$ cat src/rtl/env_int_timer.sv
// Multi-channel countdown timer on the Z80 I/O bus, raising INT/NMI stimulus.
// Bus writes are latched while strobed and committed on the strobe's trailing edge.
module env_int_timer #(
   parameter logic [7:0] BASE_ADDR = 8'hB0,
   parameter int         NUM_CH    = 2,
   parameter int         CNT_W     = 16,
   parameter int         PRESCALE  = 1
) (
   input  logic       clk,
   input  logic       reset,
   input  logic       iorq_n,
   input  logic       rd_n,
   input  logic       wr_n,
   input  logic [7:0] addr,
   input  logic [7:0] d_out,
   output logic [7:0] di,
   output logic       di_oe,
   output logic       int_n,
   output logic       nmi_n
);

   localparam int LAST_OFF = 3 + 4 * NUM_CH;
   localparam int PW       = (PRESCALE > 1) ? $clog2(PRESCALE) : 1;

   function automatic logic [8:0] offset_of(input logic [7:0] a);
      return {1'b0, a} - {1'b0, BASE_ADDR};
   endfunction

   logic              wr_stb, commit;
   logic              wr_stb_q, wr_stb_d;
   logic [7:0]        wr_addr_q, wr_addr_d, wr_data_q, wr_data_d;
   logic [8:0]        wr_o;
   logic              wr_hit, status_wr, gctrl_wr, ch_wr;
   logic [5:0]        wr_ch;
   logic [PW-1:0]     presc_q, presc_d;
   logic              tick;
   logic              int_en_q, int_en_d, nmi_en_q, nmi_en_d;
   logic [NUM_CH-1:0] pending_q, pending_d, w1c, set_vec, route_vec;
   logic              int_n_q, int_n_d, nmi_n_q, nmi_n_d;
   logic [NUM_CH-1:0][31:0] rd_words;
   logic [8:0]        rd_o;
   logic [5:0]        rd_ch;
   logic [31:0]       rd_word;

   assign wr_stb    = !iorq_n && !wr_n;
   assign commit    = wr_stb_q && !wr_stb;
   assign wr_o      = offset_of(wr_addr_q);
   assign wr_hit    = commit && !wr_o[8] && (wr_o[7:0] <= 8'(LAST_OFF));
   assign status_wr = wr_hit && (wr_o[7:0] == 8'd0);
   assign gctrl_wr  = wr_hit && (wr_o[7:0] == 8'd1);
   assign ch_wr     = wr_hit && (wr_o[7:0] >= 8'd4);
   assign wr_ch     = wr_o[7:2] - 6'd1;
   assign tick      = (presc_q == PW'(PRESCALE - 1));
   assign int_n     = int_n_q;
   assign nmi_n     = nmi_n_q;

   always_comb begin
      wr_stb_d  = wr_stb;
      wr_addr_d = wr_stb ? addr  : wr_addr_q;
      wr_data_d = wr_stb ? d_out : wr_data_q;
      presc_d   = tick ? '0 : presc_q + PW'(1);
      int_en_d  = int_en_q;
      nmi_en_d  = nmi_en_q;
      if (gctrl_wr) begin
         int_en_d = wr_data_q[0];
         nmi_en_d = wr_data_q[1];
      end
      // A hardware set in the same cycle as a W1C of that bit wins.
      w1c       = status_wr ? wr_data_q[NUM_CH-1:0] : '0;
      pending_d = (pending_q & ~w1c) | set_vec;
      int_n_d   = !(int_en_q && |(pending_q & ~route_vec));
      nmi_n_d   = !(nmi_en_q && |(pending_q & route_vec));
   end

   always_ff @(posedge clk) begin
      if (reset) begin
         wr_stb_q  <= 1'b0;
         wr_addr_q <= '0;
         wr_data_q <= '0;
         presc_q   <= '0;
         int_en_q  <= 1'b0;
         nmi_en_q  <= 1'b0;
         pending_q <= '0;
         int_n_q   <= 1'b1;
         nmi_n_q   <= 1'b1;
      end else begin
         wr_stb_q  <= wr_stb_d;
         wr_addr_q <= wr_addr_d;
         wr_data_q <= wr_data_d;
         presc_q   <= presc_d;
         int_en_q  <= int_en_d;
         nmi_en_q  <= nmi_en_d;
         pending_q <= pending_d;
         int_n_q   <= int_n_d;
         nmi_n_q   <= nmi_n_d;
      end
   end

   for (genvar gi = 0; gi < NUM_CH; gi++) begin : g_ch
      logic             en_q, en_d, per_q, per_d, rnmi_q, rnmi_d;
      logic [CNT_W-1:0] reload_q, reload_d, count_q, count_d;
      logic [15:0]      reload_ext, reload_tmp, force_val;
      logic             sel, set_hit;

      assign reload_ext = 16'(reload_q);

      always_comb begin
         reload_tmp = reload_ext;
         force_val  = {reload_ext[15:8], wr_data_q};
         sel        = ch_wr && (wr_ch == 6'(gi));
         en_d       = en_q;
         per_d      = per_q;
         rnmi_d     = rnmi_q;
         reload_d   = reload_q;
         count_d    = count_q;
         set_hit    = 1'b0;
         if (tick && en_q) begin
            if (count_q > CNT_W'(1)) begin
               count_d = count_q - CNT_W'(1);
            end else if (count_q == CNT_W'(1)) begin
               set_hit = 1'b1;
               if (per_q && (reload_q != '0)) begin
                  count_d = reload_q;
               end else begin
                  count_d = '0;
                  en_d    = 1'b0;
               end
            end
         end
         if (sel) begin
            case (wr_o[1:0])
               2'd0: begin
                  en_d   = wr_data_q[0];
                  per_d  = wr_data_q[1];
                  rnmi_d = wr_data_q[2];
                  if (wr_data_q[0] && (count_q == '0)) count_d = reload_q;
               end
               2'd1: begin
                  reload_tmp[7:0] = wr_data_q;
                  reload_d        = reload_tmp[CNT_W-1:0];
               end
               2'd2: begin
                  reload_tmp[15:8] = wr_data_q;
                  reload_d         = reload_tmp[CNT_W-1:0];
               end
               default: begin
                  // Force-load pre-empts the whole tick for this channel.
                  count_d = force_val[CNT_W-1:0];
                  en_d    = en_q;
                  set_hit = 1'b0;
               end
            endcase
         end
      end

      always_ff @(posedge clk) begin
         if (reset) begin
            en_q     <= 1'b0;
            per_q    <= 1'b0;
            rnmi_q   <= 1'b0;
            reload_q <= '0;
            count_q  <= '0;
         end else begin
            en_q     <= en_d;
            per_q    <= per_d;
            rnmi_q   <= rnmi_d;
            reload_q <= reload_d;
            count_q  <= count_d;
         end
      end

      assign set_vec[gi]   = set_hit;
      assign route_vec[gi] = rnmi_q;
      assign rd_words[gi]  = {count_q[7:0], reload_ext[15:8], reload_ext[7:0],
                              5'b0, rnmi_q, per_q, en_q};
   end

   always_comb begin
      rd_o    = offset_of(addr);
      rd_ch   = rd_o[7:2] - 6'd1;
      di_oe   = !iorq_n && !rd_n && !rd_o[8] && (rd_o[7:0] <= 8'(LAST_OFF));
      di      = 8'h00;
      rd_word = '0;
      for (int c = 0; c < NUM_CH; c++) begin
         if (rd_ch == 6'(c)) rd_word = rd_words[c];
      end
      if (di_oe) begin
         case (rd_o[7:0])
            8'd0:       di = 8'(pending_q);
            8'd1:       di = {6'b0, nmi_en_q, int_en_q};
            8'd2, 8'd3: di = 8'hFF;
            default: begin
               case (rd_o[1:0])
                  2'd0:    di = rd_word[7:0];
                  2'd1:    di = rd_word[15:8];
                  2'd2:    di = rd_word[23:16];
                  default: di = rd_word[31:24];
               endcase
            end
         endcase
      end
   end

endmodule

$ cat config.mk
export PLATFORM = sky130hd
export DESIGN_NAME = env_int_timer
export DESIGN_NICKNAME = d
export VERILOG_FILES = /design/src/rtl/env_int_timer.sv
export SDC_FILE = /design/constraint.sdc
export NUM_CORES = 1
export LEC_CHECK = 0
export CAP_MARGIN = 20
export CORE_ASPECT_RATIO = 0.6
export CORE_MARGIN = 2
export CORE_UTILIZATION = 55
export CTS_CLUSTER_SIZE = 24
export DETAILED_ROUTE_END_ITERATION = 8
export GPL_ROUTABILITY_DRIVEN = 0
export PLACE_DENSITY = 0.74
export SLEW_MARGIN = 25
export SYNTH_ARGS = -nofsm -noshare
export SYNTH_HDL_FRONTEND = slang
export SYNTH_SLANG_ARGS = --single-unit
$ cat constraint.sdc
create_clock -name clk -period 6.55 [get_ports clk]
set_input_delay 0.9825 -clock clk [delete_from_list [all_inputs] [get_ports clk]]
set_output_delay 0.9825 -clock clk [all_outputs]
set_load 0.02 [all_outputs]
Yosys cells after proc, flatten, opt, wreduce, memory -nomap -nowiden
Index checks and enable logic that the tools add are counted.
{"block": "totals", "ff_bits": 94, "input_bits": 21, "out_inout_bits": 11}
{"block": "classes", "add_sub_neg": 7, "n_lt_le_gt_ge": 5, "eq_ne": 14, "n_mux": 43, "n_bitwise": 9, "n_reduce_logical": 50}
{"op": "$mux 16", "n": 12}
{"op": "$pmux 16 s2", "n": 3}
{"op": "$mux 32", "n": 2}
{"op": "$pmux 8 s3", "n": 2}
{"op": "$eq 16x1->1 const B", "n": 2}
{"op": "$gt 16x1->1 const B", "n": 2}
{"op": "$logic_not 16->1", "n": 2}
{"op": "$reduce_bool 16->1", "n": 2}
{"op": "$sub 16x1->16 const B", "n": 2}
{"op": "$logic_and 1x1->1", "n": 20}
{"op": "$mux 1", "n": 20}
{"op": "$sub 8x8->9 const B", "n": 2}
{"op": "$eq 8x1->1 const B", "n": 2}
{"op": "$eq 8x2->1 const B", "n": 2}
{"op": "$le 8x4->1 const B", "n": 2}
{"op": "$logic_not 8->1", "n": 2}
{"op": "$eq 6x1->1 const B", "n": 2}
{"op": "$logic_not 6->1", "n": 2}
{"op": "$reduce_and 3->1", "n": 4}
{"op": "$sub 6x1->6 const B", "n": 2}
{"op": "$reduce_or 2->1", "n": 5}
{"op": "$ge 8x3->1 const B", "n": 1}
{"op": "$logic_not 1->1", "n": 8}
{"op": "$mux 8", "n": 1}
{"op": "other kinds (13)", "n": 24}

Depth between registers and ports, before layout
Gate-level depths: netlist of run 1.
{"block": "logic_depth", "ltp_word": 11, "depth_mapped": 9}

Worst setup path after synthesis of run 1
Ideal clock, no wire load.
{"block": "synth_timing", "path_type": "in2out", "from": "in addr[3]", "to": "out di[2]", "t_arrival_ns": 2.690, "required_time_ns": 5.568, "path_slack_ns": 2.877, "path_stages": 5, "n_path_buf": 0, "path_cell_list": "a211oi_1 -> nand4_1 -> nor3b_1 -> nand2_1 -> a31oi_1"}
{"element": "from (decl)", "line": "14", "text": "input logic [7:0] addr,"}
{"element": "$sub 8x8->9 (*)", "line": "26", "text": "return {1'b0, a} - {1'b0, BASE_ADDR};"}
{"element": "branches (longest 2 deep; another with $le 8x4->1)"}
{"element": "$logic_and 1x1->1 (*)", "line": "181", "text": "di_oe = !iorq_n && !rd_n && !rd_o[8] && (rd_o[7:0] <= 8'(LAST_OFF));"}
{"element": "via di_oe", "line": "17", "text": "output logic di_oe,"}
{"element": "$mux 8 (*)", "line": "187", "text": "if (di_oe) begin"}
{"element": "to (decl)", "line": "16", "text": "output logic [7:0] di,"}
Mark *: on every way through the listed nets, which the timed path passes.

Worst setup path in the final report of run 1
{"block": "layout_timing", "from": "in addr[0]", "to": "out di[1]"}
{"block": "layout_via", "elab_chain_cells": 8}
{"element": "$sub 8x8->9 (*)", "line": "26"}
{"element": "$sub 6x1->6", "line": "180", "text": "rd_ch = rd_o[7:2] - 6'd1;"}
{"element": "$logic_not 6->1", "line": "185", "text": "if (rd_ch == 6'(c)) rd_word = rd_words[c];"}
{"element": "$mux 32 (2 in a row)", "line": "185"}
{"element": "$pmux 8 s3", "line": "193", "text": "case (rd_o[1:0])"}
{"element": "$pmux 8 s3", "line": "188", "text": "case (rd_o[7:0])"}
{"element": "$mux 8 (*)", "line": "187"}
Mark *: on every way between the ends. The rest lies on a longest branch, timed or not.

==> summary.md, run 1 <==
| Metric | Value |
|---|---|
| WP depth | `8` |
| Crit Reg-Reg Startpoint | `wr_addr_q[1]$_SDFFE_PP0P_` |
| Startpoint Class | `input port` |
| Pre-antenna DRT Iters | `6` |
| Post-CTS Setup Inserts | `0` |
| Fmax achieved | `between 200 and 250 MHz` |
| Min-Delay Endpoint | `wr_addr_q[7]$_SDFFE_PP0P_` |
| WL per Instance | `roughly 22 um` |
| Htree depth | `3` |
| Row Count | `29` |
| Clk Latency, worst-skew pair | `about 0.35 ns` |
| Post-layout util | `0.628` |
| Pwr Total | `1220 uW` |
| WHS Path Cells | `2` |
| P per Cell Area | `about 180 nW/um2` |
| HP Class | `register to register` |
| Worst slack at placement | `~1.7 ns` |
| Synthesis-to-layout area growth | `9.65%` |
| CTS root buffer | `clkbuf_16` |
| Post-synth EDFFs | `0` |
| Initial drt markers | `1326` |
| Layout cells sized above 1 | `0.0740` |
| First-pass GRT wire length | `32400 um` |
| Synth top area cells | `dfxtp_1 (31%), nand2_1 (8.0%), a21oi_1 (5.7%)` |
| Buffers on Ports | `31` |
| Hpwl dp | `about 15000 um` |
| CP Max Fanout | `25` |
| Total GRT Usage | `0.346` |
| Starting Density | `0.573` |
| Die width | `between 100 and 150 um` |
| Drt total wl | `21000 um` |
| Core area | `~11000 um2` |
| Ys flop type | `dfxtp_1` |
| CTS Sinks | `94` |
| Total CTS buffers | `9` |
| Synth top area share | `0.307` |
| Tmin final | `slightly below 5 ns` |
| WS Path Type | `input port to output pin` |
| Unrepaired setup endpoints after global routing | `false` |
| GRT overflow | `0` |
| Critical path data arrival time | `slightly below 4 ns` |
| Commonest non-fill, non-tap cell in the layout | `nand2_1` |
| Vias/cell | `approximately 7.1` |
| Routed Antenna Nets | `0` |
| Clock transition at path regs | `0.07 ns` |
| Critical Path Slowest Stage Cell | `clkdlybuf4s50_1` |
| Setup Skew | `roughly 0.0076 ns` |
| Worst setup margin | `roughly 1.6 ns` |
| Syn Inst Count | `800` |
| Post-Syn Area | `roughly 6100 um2` |
| Hold path startpoint | `wr_addr_q[7]$_SDFFE_PP0P_` |
| Max Transition Viols Final | `0` |
| Vias in the first global route | `between 5000 and 6000` |
| Crit path required time | `5.57 ns` |
| Worst r2r path cells | `7` |
| Critical path's top delay family | `buffers and inverters` |
| CP Cell Sequence | `clkdlybuf4s50_1 > nor2b_1 > nand2_1 > a21oi_1 > nand2_1 > nand4_1 > o211a_1 > clkdlybuf4s50_1` |
| Max cap viols | `0` |
| Synth area leader | `dfxtp_1` |
| Antenna cell count | `0` |
| Final hold violation count | `0` |
| Die Area | `about 12000 um2` |
| Yosys cell types | `78` |
| #FFs+latches synth | `94` |
| Avg Inst Size Synth | `between 7 and 8 um2` |
| Headroom to the max-slew limit | `0.310` |
| Largest net degree at the start of global routing | `74` |
| Fin crit share | `0.758` |
| Routed vias | `between 6000 and 7000` |
| VDD IR max | `between 100 and 150 uV` |
| Worst Path Buf+Inv | `2` |
| DRC | `0` |
| Async set-or-reset flop fraction in the synthesized netlist | `0` |
| Die H | `85.8 um` |
| Tightest Pin Transition | `about 1.0 ns` |
| CTS Hold Bufs | `0` |
| Most frequent cells in the layout | `nand2_1 (131), dfxtp_1 (94), a21oi_1 (70), nor2_1 (45), nand3_1 (43)` |
| Mapped Nets | `between 800 and 900` |
| Critical R2R Capture | `g_ch[1].count_q[10]$_SDFF_PP0_` |
| Initial antenna violation count | `0` |
| Outcome | `finished, final reports clean` |
| Setup TNS Final | `0 ns` |
| CTS tree | `yes` |
| IO Count | `32` |
| CTS Buffer Depth | `2` |
| Nets | `826` |
| Leakage power | `between 0.002 and 0.0025 uW` |
| R2r setup slk | `about 3.6 ns` |
| Yosys Warn Count | `0` |
| Setup violators final | `0` |
| CP peak stage delay | `0.91 ns` |
| Worst setup EP type | `output pin` |
| Post-CTS resize count | `0` |
| Sequential area share after synthesis | `0.307` |
worst max-delay path by stage:
stage / from / end / slack, ns
floorplan: addr[3] / di[2] / 2.88
global placement: addr[1] / di[1] / 1.88
detailed placement: addr[0] / di[1] / 1.72
CTS: addr[0] / di[1] / 1.71
global route: addr[0] / di[1] / 1.43
finish: addr[0] / di[1] / 1.59
synth_stat cells, drive strengths merged (4+ instances only):
master  count
nand2     131
dfxtp      94
a21oi      70
nor2       49
nand3      43
clkbuf     40
o21ai      37
a22oi      30
inv        22
nor3       22
o22ai      19
nor4       16
mux2i      15
nor2b      15
nand4      14
buf        13
ha         13
mux2       10
a22o        9
nand2b      8
a211oi      7
a221oi      7
nand3b      7
o31ai       7
xor2        7
a31oi       6
and2        5
a211o       4
a21o        4
and3b       4
nand4b      4
nor3b       4
o211ai      4
o31a        4
or2         4
or3         4
xnor2       4
tightest hold or removal path: stages (launching register included):
cell and delay, ns:
dfxtp_1 0.32, nand2_1 0.05, a21oi_1 0.05
report_power, final:
| part | internal [uW] | total, uW | leakage (uW) | switching, uW |
|---|---|---|---|---|
| sequential | 576 | 587 | 0.000759 | 10.7 |
| clock | 304 | 553 | 0.000150 | 249 |
| combinational | 28.0 | 77.3 | 0.00146 | 49.3 |
metrics by stage:
step | cell area, um2 | hold WS (ns) | instances
floorplan | 6130 | 0.396 | 800
global placement | 6410 | 0.444 | 920
detailed placement | 6410 | 0.453 | 920
CTS | 6710 | 0.463 | 936
global route | 6720 | 0.484 | 936
finish | 6720 | 0.471 | 936
logic make-up (layout without fill, tap and decap cells):
| logic type | Yosys count | in the layout | share of synthesized area |
|---|---|---|---|
| AO/OA/AOI/OAI | 234 | 234 | 0.250 |
| XOR/XNOR | 11 | 11 | 0.0157 |
| adder cells (fa/ha/maj) | 13 | 13 | 0.0265 |
| buffers and inverters | 75 | 72 | 0.0510 |
| flip-flops | 94 | 94 | 0.307 |
| multiplexers | 28 | 28 | 0.0539 |
| other | 1 | 1 | 0.000612 |
| AND/OR/NAND/NOR | 344 | 344 | 0.295 |
state kept, by name (all words and copies together) (netlist names), 2 cells and up:
name / count
g_ch.per_q: 2
pending_q: 2
wr_addr_q: 8
g_ch.en_q: 2
g_ch.rnmi_q: 2
g_ch.count_q: 32
g_ch.reload_ext: 32
wr_data_q: 8
metal layers:
layer | track usage | wire length [um] | up-vias
met5 | 0 | 0 | -
met4 | 0.108 | 533 | 0
met1 | 0.499 | 8940 | 3120
met2 | 0.474 | 8110 | 497
li1 | - | - | 2926
met3 | 0.131 | 3390 | 59
layout make-up:
cell class                 count  area, um2
timing repair buffer          34        328
clock inverter                 6       76.3
sequential                    94       1880
multi-input combinational    631       3950
inverter                      22       82.6
clock buffer                  10        229
fill                         907       3980
tap                          139        174
Note: power is estimated with default switching activity, not from simulation.
==> run 2, diff against run 1 <==
Clock period 6.55 ns to 4.8 ns, I/O delays scaled along.
==> run 2 against run 1 <==
Flip-flop and latch count unchanged. Final area increased by 0.32%. Sequential share of layout area decreased by 0.088 points. First-iteration DRC count decreased by 8.8%. Via count decreased by 0.29%. Clock skew about the same. Combinational power increased by 37%. Critical endpoint is now di[6]. Largest cell class unchanged.
==> summary.md, run 2 (synthesized netlist as in run 1, its figures left out) <==
| Metric | Value |
|---|---|
| Outcome | `finished, final reports clean` |
| Post-CTS Setup Inserts | `0 (unchanged)` |
| HP Class | `register to register` |
| Clock transition at path regs | `0.07 ns (about the same)` |
| Drt total wl | `21100 um (+0.37%)` |
| Leakage power | `0.00238 uW (+0.56%)` |
| CP Max Fanout | `9 (-64%)` |
| IO Count | `32 (unchanged)` |
| Initial drt markers | `1209 (-8.8%)` |
| Post-CTS resize count | `0 (unchanged)` |
| WL per Instance | `22.5 um (+0.16%)` |
| First-pass GRT wire length | `32900 um (+1.4%)` |
| Max cap viols | `0 (unchanged)` |
| Hpwl dp | `15300 um (-0.72%)` |
| WS Path Type | `input port to output pin` |
| Crit path required time | `4.08 ns (-1.49 ns)` |
| Row Count | `29 (unchanged)` |
| Critical Path Slowest Stage Cell | `clkdlybuf4s50_1` |
| Buffers on Ports | `31 (unchanged)` |
| CTS tree | `yes` |
| Die H | `85.8 um (unchanged)` |
| CTS root buffer | `clkbuf_16` |
| Fin crit share | `0.899` |
| Final hold violation count | `0 (unchanged)` |
| DRC | `0 (unchanged)` |
| Worst setup EP type | `output pin` |
| Vias/cell | `7.02 (-0.50%)` |
| Startpoint Class | `input port` |
| Clk Latency, worst-skew pair | `0.35 ns (about the same)` |
| Tmin final | `about 4.3 ns` |
| CP peak stage delay | `0.62 ns (-0.29 ns)` |
| CTS Buffer Depth | `2 (unchanged)` |
| Commonest non-fill, non-tap cell in the layout | `nand2_1` |
| Layout cells sized above 1 | `0.0763 (+0.00232)` |
| Cells after DPL | `922 (+0.22%)` |
| Die width | `140 um (unchanged)` |
| Antenna cell count | `0 (unchanged)` |
| GRT overflow | `0 (unchanged)` |
| VDD IR max | `223 uV (+75%)` |
| Setup TNS Final | `0 ns (unchanged)` |
| Die Area | `12000 um2 (unchanged)` |
| Final Non-Filler Cells | `938 (+0.21%)` |
| Total GRT Usage | `0.349 (+0.00301)` |
| Final instance area | `6740 um2 (+0.32%)` |
| Synthesis-to-layout area growth | `10.0%` |
| Largest net degree at the start of global routing | `51 (-31%)` |
| CP Cell Sequence | `clkdlybuf4s50_1 > ha_1 > nand4b_1 > o22ai_1 > and3b_1 > a22oi_1 > o211a_1 > nor2_1 > clkdlybuf4s50_1` |
| Critical path's top delay family | `buffers and inverters` |
| CTS Hold Bufs | `0 (unchanged)` |
| Routed Antenna Nets | `0 (unchanged)` |
| Starting Density | `0.573 (unchanged)` |
| Critical path data arrival time | `3.59 ns (-0.39 ns)` |
| DP Area | `6420 um2 (+0.23%)` |
| Total CTS buffers | `9 (unchanged)` |
| Setup violators final | `0 (unchanged)` |
| Nets | `828 (+0.24%)` |
| P per Cell Area | `248 nW/um2 (+37%)` |
| Most frequent cells in the layout | `nand2_1 (131), dfxtp_1 (94), a21oi_1 (70), nor2_1 (45), nand3_1 (43)` |
| Most common cell on crit path | `clkdlybuf4s50_1` |
| Pre-antenna DRT Iters | `6 (unchanged)` |
| Fmax achieved | `between 200 and 250 MHz` |
| Core area | `10700 um2 (unchanged)` |
| Tightest Pin Transition | `1.07 ns (+0.0408 ns)` |
| Max Transition Viols Final | `0 (unchanged)` |
| Htree depth | `3 (unchanged)` |
| Post-layout util | `0.630 (+0.00199)` |
| Setup Skew | `0.00726 ns (-0.000334 ns)` |
| Routed vias | `6583 (-0.29%)` |
| Unrepaired setup endpoints after global routing | `false` |
| Initial antenna violation count | `0 (unchanged)` |
| Headroom to the max-slew limit | `0.274 (-0.0359)` |
| Worst Path Buf+Inv | `2 (unchanged)` |
| Vias in the first global route | `5861 (-0.085%)` |
| CTS Sinks | `94 (unchanged)` |
## run 2: changes by cell type in the layout (fill, tap and decap cells not counted), sizes merged
cell	delta
clkinv	+2
clkbuf	+1
buf	+2
inv	-3
## run 2: through the flow
step / total power [uW] / setup WS, ns / hold slack, ns
CTS: 1670 / 0.543 / 0.443
floorplan: 874 / 1.65 / 0.396
global route: 1710 / 0.350 / 0.477
global placement: 916 / 0.696 / 0.416
finish: 1670 / 0.487 / 0.443
detailed placement: 921 / 0.542 / 0.427
## run 2: worst paths after layout
path / end / start / slack (ns) / depth (start not counted)
setup / recovery: di[6] / addr[4] / 0.49 / 9
setup reg to reg: g_ch[1].count_q[10]$_SDFF_PP0_ / wr_addr_q[1]$_SDFFE_PP0P_ / 1.87 / 7
hold / removal: nmi_n$_SDFF_PP1_ / nmi_en_q$_SDFFE_PP0P_ / 0.44 / 1
hold reg to reg: nmi_n$_SDFF_PP1_ / nmi_en_q$_SDFFE_PP0P_ / 0.44 / 1
## run 2: worst reg2reg max path: stages, from the launching register on
cell	delay [ns]
dfxtp_1	0.42
ha_1	0.84
inv_1	0.30
nand2_1	0.19
nor4b_1	0.34
a211o_1	0.47
a211oi_1	0.10
a21o_1	0.18
## run 2: final cells by class
type | instances | area, um2
Multi-Input combinational cell | 631 | 3950
Inverter | 22 | 82.6
Clock buffer | 11 | 253
Sequential cell | 94 | 1880
Timing Repair Buffer | 36 | 343
Fill cell | 902 | 3960
Clock inverter | 5 | 65.1
Tap cell | 139 | 174
## run 2: routing by layer
| layer | share of wire | track usage | vias up | routed length, um |
|---|---|---|---|---|
| li1 | - | - | 2939 | - |
| met1 | 0.43 | 0.521 | 3054 | 9040 |
| met2 | 0.39 | 0.471 | 526 | 8210 |
| met3 | 0.16 | 0.117 | 64 | 3330 |
| met4 | 0.023 | 0.104 | 0 | 481 |
| met5 | 0 | 0 | - | 0 |
## run 2: power by group
| part | total, uW | internal [uW] | switching [uW] |
|---|---|---|---|
| combinational | 106 | 39.0 | 67.2 |
| clock | 763 | 437 | 326 |
| sequential | 801 | 786 | 15.1 |
| total | 1670 | 1260 | 408 |
